===== config.mk =====
export PLATFORM = sky130hd
export DESIGN_NAME = ps2_frame_receiver
export DESIGN_NICKNAME = d
export VERILOG_FILES = /design/src/rtl/ps2_pkg.sv /design/src/rtl/ps2_line_filter.sv /design/src/rtl/ps2_frame_receiver.sv
export SDC_FILE = /design/constraint.sdc
export NUM_CORES = 1
export LEC_CHECK = 0
export CELL_PAD_IN_SITES_DETAIL_PLACEMENT = 1
export CELL_PAD_IN_SITES_GLOBAL_PLACEMENT = 2
export CORE_MARGIN = 2
export CORE_UTILIZATION = 45
export CTS_BUF_LIST = sky130_fd_sc_hd__clkbuf_8
export CTS_CLUSTER_SIZE = 14
export DETAILED_ROUTE_END_ITERATION = 8
export GPL_TIMING_DRIVEN = 0
export HOLD_SLACK_MARGIN = 0.02
export PLACE_DENSITY_LB_ADDON = 0.05
export SYNTH_ARGS = -nofsm -noshare
export SYNTH_HDL_FRONTEND = slang
export SYNTH_HIERARCHICAL = 1
export SYNTH_SLANG_ARGS = --single-unit

===== constraint.sdc =====
create_clock -name clk -period 5.5 [get_ports clk]
set_input_delay 0.55 -clock clk [delete_from_list [all_inputs] [get_ports clk]]
set_output_delay 0.55 -clock clk [all_outputs]
set_load 0.02 [all_outputs]

===== src/rtl/ps2_pkg.sv =====
// PS/2 shared definitions for the host receiver and device transmitter.
// Frame geometry, FSM states and line idle level.
package ps2_pkg;
  localparam int FRAME_BITS = 11;
  localparam int DATA_BITS = 8;
  localparam int BIT_CNT_W = $clog2(FRAME_BITS);
  localparam logic PS2_IDLE_LEVEL = 1'b1;

  typedef enum logic [1:0] {
    IDLE,
    RECV,
    DONE
  } ps2_state_e;
endpackage


===== src/rtl/ps2_line_filter.sv =====
// Synchronizer plus run-length glitch filter for one PS/2 line.
// Output follows the input only after FILTER_LEN equal samples.
module ps2_line_filter
  import ps2_pkg::*;
#(
  parameter int SYNC_STAGES = 2,
  parameter int FILTER_LEN = 8
) (
  input  logic clk,
  input  logic rst_n,
  input  logic line_i,
  output logic line_o
);
  localparam int CW = $clog2(FILTER_LEN + 1);
  localparam logic [CW-1:0] CNT_LAST = CW'(FILTER_LEN - 1);

  logic [SYNC_STAGES-1:0] sync_q;
  logic                   filt_q;
  logic [CW-1:0]          cnt_q;
  logic                   samp;

  assign samp = sync_q[SYNC_STAGES-1];
  assign line_o = filt_q;

  always_ff @(posedge clk or negedge rst_n) begin
    if (!rst_n) begin
      sync_q <= {SYNC_STAGES{PS2_IDLE_LEVEL}};
      filt_q <= PS2_IDLE_LEVEL;
      cnt_q  <= '0;
    end else begin
      sync_q <= {sync_q[SYNC_STAGES-2:0], line_i};
      if (samp == filt_q) begin
        cnt_q <= '0;
      end else if (cnt_q == CNT_LAST) begin
        filt_q <= samp;
        cnt_q  <= '0;
      end else begin
        cnt_q <= cnt_q + CW'(1);
      end
    end
  end
endmodule


===== src/rtl/ps2_frame_receiver.sv =====
// Host-side PS/2 frame receiver: conditions the lines and decodes
// 11-bit device-to-host frames with parity, framing and timeout status.
module ps2_frame_receiver
  import ps2_pkg::*;
#(
  parameter int SYNC_STAGES = 2,
  parameter int FILTER_LEN = 8,
  parameter int TIMEOUT_CYCLES = 50000,
  parameter int TO_W = 16
) (
  input  logic                 clk,
  input  logic                 rst_n,
  input  logic                 ps2clk,
  input  logic                 ps2data,
  output logic [DATA_BITS-1:0] rx_data,
  output logic                 rx_valid,
  output logic                 rx_parity_err,
  output logic                 rx_frame_err,
  output logic                 rx_timeout,
  output logic                 busy
);
  localparam logic [TO_W-1:0] TO_LAST = TO_W'(TIMEOUT_CYCLES - 1);
  localparam logic [BIT_CNT_W-1:0] PAR_IDX = BIT_CNT_W'(DATA_BITS);

  logic clk_f;
  logic dat_f;
  logic clk_prev_q;
  logic fall;

  ps2_state_e             state_q;
  logic [BIT_CNT_W-1:0]   bit_cnt_q;
  logic [DATA_BITS-1:0]   shreg_q;
  logic                   parity_q;
  logic [TO_W-1:0]        to_cnt_q;
  logic [DATA_BITS-1:0]   rx_data_q;
  logic                   rx_valid_q;
  logic                   perr_q;
  logic                   ferr_q;
  logic                   to_q;

  ps2_line_filter #(
    .SYNC_STAGES(SYNC_STAGES),
    .FILTER_LEN (FILTER_LEN)
  ) u_clk_filt (
    .clk   (clk),
    .rst_n (rst_n),
    .line_i(ps2clk),
    .line_o(clk_f)
  );

  ps2_line_filter #(
    .SYNC_STAGES(SYNC_STAGES),
    .FILTER_LEN (FILTER_LEN)
  ) u_dat_filt (
    .clk   (clk),
    .rst_n (rst_n),
    .line_i(ps2data),
    .line_o(dat_f)
  );

  assign fall = clk_prev_q & ~clk_f;

  always_ff @(posedge clk or negedge rst_n) begin
    if (!rst_n) begin
      clk_prev_q <= PS2_IDLE_LEVEL;
      state_q    <= IDLE;
      bit_cnt_q  <= '0;
      shreg_q    <= '0;
      parity_q   <= 1'b0;
      to_cnt_q   <= '0;
      rx_data_q  <= '0;
      rx_valid_q <= 1'b0;
      perr_q     <= 1'b0;
      ferr_q     <= 1'b0;
      to_q       <= 1'b0;
    end else begin
      clk_prev_q <= clk_f;
      rx_valid_q <= 1'b0;
      perr_q     <= 1'b0;
      ferr_q     <= 1'b0;
      to_q       <= 1'b0;
      unique case (state_q)
        IDLE: begin
          to_cnt_q <= '0;
          if (fall && !dat_f) begin
            state_q   <= RECV;
            bit_cnt_q <= '0;
          end
        end
        RECV: begin
          if (fall) begin
            to_cnt_q  <= '0;
            bit_cnt_q <= bit_cnt_q + BIT_CNT_W'(1);
            unique case (1'b1)
              (bit_cnt_q < PAR_IDX): begin
                shreg_q <= {dat_f, shreg_q[DATA_BITS-1:1]};
              end
              (bit_cnt_q == PAR_IDX): begin
                parity_q <= dat_f;
              end
              default: begin
                // flags land together with the DONE state
                rx_data_q  <= shreg_q;
                rx_valid_q <= 1'b1;
                perr_q     <= ~(^{shreg_q, parity_q});
                ferr_q     <= ~dat_f;
                state_q    <= DONE;
              end
            endcase
          end else if (to_cnt_q == TO_LAST) begin
            to_q      <= 1'b1;
            state_q   <= IDLE;
            bit_cnt_q <= '0;
            to_cnt_q  <= '0;
          end else begin
            to_cnt_q <= to_cnt_q + TO_W'(1);
          end
        end
        DONE: begin
          state_q   <= IDLE;
          bit_cnt_q <= '0;
          to_cnt_q  <= '0;
        end
        default: begin
          state_q <= IDLE;
        end
      endcase
    end
  end

  assign rx_data       = rx_data_q;
  assign rx_valid      = rx_valid_q;
  assign rx_parity_err = perr_q;
  assign rx_frame_err  = ferr_q;
  assign rx_timeout    = to_q;
  assign busy          = (state_q == RECV);
endmodule


==> results.cfg, run 1 <==
[detailed_routing]
ant_nets = 0
vias_per_cell = 5.12
drcViolationCount = 0
first_pass_iters = 3
wl_per_cell_um = 14.8
num_vias = 1725
drtIter0Drc = 33
wl_mm = 4.99

[final_layout]
fillers = 624
multi_input_area_um2 = 1180
num-nets-final = 271
ff_latch_area_um2 = 1460
syn2layout_area_growth_pct = 18.7
mostFrequentLayoutCell = dfrtp_1
layout_common_cells = 51 x dfrtp_1, 23 x nor2_1, 18 x mux2_2
drive_gt1_frac = 0.214
antennaDiodeCount = 0

[cts]
postCtsSetupRepairBufs = 0
post_cts_resized = 0
path_clk_slew_ns = 0.06
cts_max_level = 3
hold_buffers = 0
root_buffer = clkbuf_8
clock-sinks = 58
cts_made_buffers = 9
cts_tree = done
cts.path.max_buffers = 2
insertion_delay_ns = 0.34

[sta]
clock.fmax_mhz = 430
rsz0062_at_grt = no
slew_headroom = 0.587
clock_skew_ns = 0.00931
hold_ws_ns = 0.229
finalCritPeriodShare = 0.423
final_max_slew_viol_count = 0
finalSetupTns_ns = 0
tightest_slew_ns = 0.620
period_needed_ns = 2.33
setup-violations-final = 0
hold_viol = 0

[die]
rows = 28
die-width_um = 81.6
core_area_um2 = 5890
initial_core_util = 0.461
die_y_um = 81.6
die-area_um2 = 6660
io_pins = 17

[grt]
grt_use_total = 0.175
grt_max_degree = 33
grt_pass1_vias = 1874
grt_pass1_wl_mm = 8.61
antenna_found_initial = 0
gr-total-overflow = 0

[critical_path]
start_kind = register
path_max_fanout = 9
reg2reg_slack_ns = 3.17
cp.required_ns = 5.72
timing_worst_setup_path_type = register to register
cp-end-kind = register
worstPathArrival_ns = 2.55

[placed_design]
dp_hpwl_mm = 3.48
numPortBuffers = 16
gp_congestion = 0.752

[synth]
yosysSeqAreaShare = 0.539
synthCells = 229
synth.avg_cell_area_um2 = 11.8
synth_warnings = 6
synthesis.area_um2 = 2710
synth_cell_types = 38
ys_ff_latch = 58
synth_area_leaders = dfrtp_1 47%, mux2_2 7.5%, dfstp_2 6.8%, ha_1 4.6%, xnor2_1 4.5%
netlist.area_leader.share = 0.471
syn_nets = 243
synth_top_area_cell = dfrtp_1

[power]
pwr_density_cell_nw_per_um2 = 397
power.leakage_uw = 0.00146
vdd.ir_drop.worst_uv = 339

[job]
cap_violations = 0

[min_path]
hp-class = primary input to async pin

[run_status]
status = complete, no violations
## worst max-delay path, cell delays in order (launching register included)
cell,delay (ns)
dfrtp_1,0.40
inv_1,0.12
ha_1,0.22
and3b_1,0.18
clkbuf_1,0.34
and2_1,0.19
clkbuf_1,0.37
mux2_2,0.40
## metal layers
metal | up-vias | global-route usage | part of all wire
met5 | - | 0 | 0
met4 | 0 | 0.0950 | 0.025
met3 | 13 | 0.0429 | 0.023
met2 | 16 | 0.287 | 0.48
met1 | 856 | 0.213 | 0.47
li1 | 840 | - | -
## kinds of logic (layout without fill, tap and decap cells)
| family | after synthesis | count (layout) | synth area share |
|---|---|---|---|
| xor gates and xnor gates | 24 | 24 | 0.0775 |
| adders and majority gates | 10 | 10 | 0.0461 |
| muxes | 23 | 23 | 0.0974 |
| and+or+nand+nor | 78 | 78 | 0.167 |
| AOI/OAI and AO/OA | 18 | 18 | 0.0475 |
| DFF | 58 | 58 | 0.539 |
| buffers and inverters | 18 | 51 | 0.0263 |
## cells in the mapped netlist, drive strengths merged
master  number
ha          10
nor2        23
a21oi        4
nand4b       4
nand3b       3
a211oi       2
and3b        1
clkbuf       4
a22oi        1
o21ai        5
o21bai       1
nand3        8
and4         3
nor2b        6
nor4         1
a31oi        3
nand2b       2
xor2        10
xnor2       14
mux2        21
a21o         1
nor3         4
and2         1
buf          1
dfrtp       51
a22o         1
nand2       11
nand4        3
mux2i        2
or4          1
dfstp        7
and3         4
inv         13
or4bb        1
nor3b        2
## sequential cells by signal, indices dropped and copies added, names as in the netlist
signal / flops
rx_frame_err: 1
shreg_q: 8
rx_timeout: 1
rx_parity_err: 1
parity_q: 1
u_clk_filt/cnt_q: 4
u_dat_filt/line_o: 1
rx_valid: 1
u_clk_filt/sync_q: 2
bit_cnt_q: 4
state_q: 2
u_dat_filt/sync_q: 2
rx_data: 8
clk_prev_q: 1
u_dat_filt/cnt_q: 4
to_cnt_q: 16
u_clk_filt/line_o: 1
## metrics by stage
step	total power [µW]	setup slack [ns]	area, µm²	cells	utilization
3_5_place_dp	830	3.14	2980	321	0.506
5_1_grt	1360	2.98	3220	337	0.547
3_3_place_gp	820	2.00	2970	320	0.504
4_1_cts	1300	3.13	3220	337	0.547
6_report	1280	3.17	3220	337	0.547
2_1_floorplan	747	3.39	2710	229	-
## final timing paths
kind,cells past startpoint,startpoint,to
min in group clk,0,u_clk_filt/sync_q[0],u_clk_filt/sync_q[1]
hold / removal,1,rst_n,to_cnt_q[8]
max in group asynchronous,2,rst_n,bit_cnt_q[3]
setup / recovery,7,state_q[1],shreg_q[0]
hold reg to reg,0,u_clk_filt/sync_q[0],u_clk_filt/sync_q[1]
setup reg to reg,7,state_q[1],shreg_q[0]
## cell type report
class	count	share of cell area
sequential	58	0.454
clock inverter	4	0.0226
multi-input combinational	153	0.367
clock buffer	12	0.0513
buffer	5	0.00700
timing repair buffer	17	0.0544
inverter	13	0.0152
tap	75	0.0292
## report_power, final
group          switching, µW  internal, µW
sequential              51.6           483
combinational            154           129
clock                    168           291
Note: power is estimated with default switching activity, not from simulation.
==> run 2: changes to the inputs <==
--- a/config.mk
+++ b/config.mk
@@ -8,7 +8,7 @@
 export CELL_PAD_IN_SITES_DETAIL_PLACEMENT = 1
 export CELL_PAD_IN_SITES_GLOBAL_PLACEMENT = 2
 export CORE_MARGIN = 2
-export CORE_UTILIZATION = 45
+export CORE_UTILIZATION = 38
 export CTS_BUF_LIST = sky130_fd_sc_hd__clkbuf_8
 export CTS_CLUSTER_SIZE = 14
 export DETAILED_ROUTE_END_ITERATION = 8
==> constraint.sdc (replaced) <==
create_clock -name clk -period 2.1 [get_ports clk]
set_input_delay 0.21 -clock clk [delete_from_list [all_inputs] [get_ports clk]]
set_output_delay 0.21 -clock clk [all_outputs]
set_load 0.02 [all_outputs]
==> run 2 against run 1 <==
Wire length rose by 1.1%; flip-flop and latch count did not move; global-route usage fell by 2.3 points; power rose to 2.5 times the previous value; clock skew fell by 0.0023 ns; critical path type unchanged.
==> results.cfg, run 2 (synthesis results as in run 1) <==
[run_status]
status = complete, no violations

[final_layout]
fillers = 752
mostFrequentLayoutCell = dfrtp_1
syn2layout_area_growth_pct = 21.2
largest_register_ffs = 16
layout.cells.non_filler = 364
drive_gt1_frac = 0.265
num-nets-final = 277
layout_common_cells = 50 x dfrtp_1, 21 x nor2_1, 18 x mux2_2
regMostFlops = to_cnt_q
antennaDiodeCount = 0

[min_path]
hp-class = primary input to register
hp-start = ps2data

[critical_path]
reg2reg_to = state_q[0]
reg2reg_slack_ns = 0.05
cp_slowest_cell = or4_4
crit_end = state_q[0]
path_max_fanout = 4
cp-startpoint = to_cnt_q[13]
rr_startpoint = to_cnt_q[13]
worstPathArrival_ns = 2.27
cp.required_ns = 2.32
slowest_delay_ns = 0.55
timing_worst_setup_path_type = register to register
cp-end-kind = register
rr_worst_depth = 5
start_kind = register
cp_cell_sequence = or4_4 -> nor4_4 -> o21bai_2 -> a22oi_2 -> mux2_4

[cts]
insertion_delay_ns = 0.33
cts_max_level = 3
path_clk_slew_ns = 0.07
clock-sinks = 58
cts.path.max_buffers = 2
cts_made_buffers = 9
cts_tree = done
root_buffer = clkbuf_8

[sta]
timing.final.ws_setup_ns = 0.0550
finalCritPeriodShare = 0.974
rsz0062_at_grt = yes
slew_headroom = 0.450
period_needed_ns = 2.05
tightest_slew_ns = 0.825
clock_skew_ns = 0.00704
clock.fmax_mhz = 489
hold_viol = 0
hold_ws_ns = 0.278
final_max_slew_viol_count = 0
setup-violations-final = 0

[grt]
grt_pass1_vias = 1830
antenna_found_initial = 0
grt_pass1_wl_mm = 8.92
gr-total-overflow = 0
grt_max_degree = 36
grt_use_total = 0.152

[placed_design]
dp_hpwl_mm = 3.53
pre_cts_ws_ns = -0.140
place_inst = 342
numPortBuffers = 16
gp_congestion = 0.676

[detailed_routing]
ant_nets = 0
vias_per_cell = 4.86
drtIter0Drc = 53
wl_mm = 5.04
first_pass_iters = 4
wl_per_cell_um = 13.9
drcViolationCount = 0
num_vias = 1768

[die]
initial_core_util = 0.397
die_y_um = 88.5
die-width_um = 88.5
rows = 30
core_area_um2 = 6830
io_pins = 17
die-area_um2 = 7830

[power]
vdd.ir_drop.worst_uv = 454
power.leakage_uw = 0.00149
pwr_density_cell_nw_per_um2 = 983

[job]
cap_violations = 0
## run 2: critical path, delay by kind of cell (launching register included)
kind	cells	cell delay [ns]
flip-flops	1	0.41
AO/OA/AOI/OAI	2	0.32
multiplexers	1	0.31
AND/OR/NAND/NOR	2	0.90
## run 2: final cells by class
class	count	area, µm²	area share
Timing Repair Buffer	24	230	0.0701
Tap cell	96	120	0.0366
Buffer	4	25.0	0.00762
Clock inverter	5	52.6	0.0160
Clock buffer	11	151	0.0461
Multi-Input combinational cell	153	1200	0.364
Sequential cell	58	1460	0.445
Inverter	13	48.8	0.0149
## run 2: worst min-delay path by stage
stage	endpoint	depth (start not counted)
after global placement	u_dat_filt/sync_q[1]	0
after CTS	u_dat_filt/sync_q[0]	1
after detailed placement	u_dat_filt/sync_q[1]	0
after floorplan	bit_cnt_q[0]	0
final	u_dat_filt/sync_q[0]	1
after global routing	u_dat_filt/sync_q[0]	1
## run 2: repair_timing
action / CTS / global route
resized for setup: 2 / 8
setup buffers: 3 / 3
hold buffers: 1 / 0
endpoints found under the setup margin: 25 / 28
endpoints found under the hold margin: 32 / 0
pin swaps: 2 / 4
## run 2: routing by layer
layer | vias to the layer above | share of wire | global-route usage
met5 | - | 0 | 0
met4 | 0 | 0.017 | 0.0579
met3 | 8 | 0.028 | 0.0588
met2 | 21 | 0.47 | 0.232
met1 | 890 | 0.49 | 0.197
li1 | 849 | - | -
## run 2: per-stage QoR
stage | instance area, µm² | setup TNS (ns) | util | power [µW]
detailed placement | 3010 | -1.07 | 0.440 | 2170
global route | 3290 | -0.0872 | 0.481 | 3470
global placement | 2990 | -61.39 | 0.438 | 2160
CTS | 3240 | 0 | 0.475 | 3260
finish | 3290 | 0 | 0.481 | 3230
floorplan | 2710 | 0 | - | 1960
## run 2: power by group
part	internal (µW)	switching, µW	leakage, µW	total, µW
Sequential	1260	133	0.000774	1400
Clock	606	441	0.000105	1050
Combinational	381	406	0.000614	787
Total	2250	980	0.00149	3230
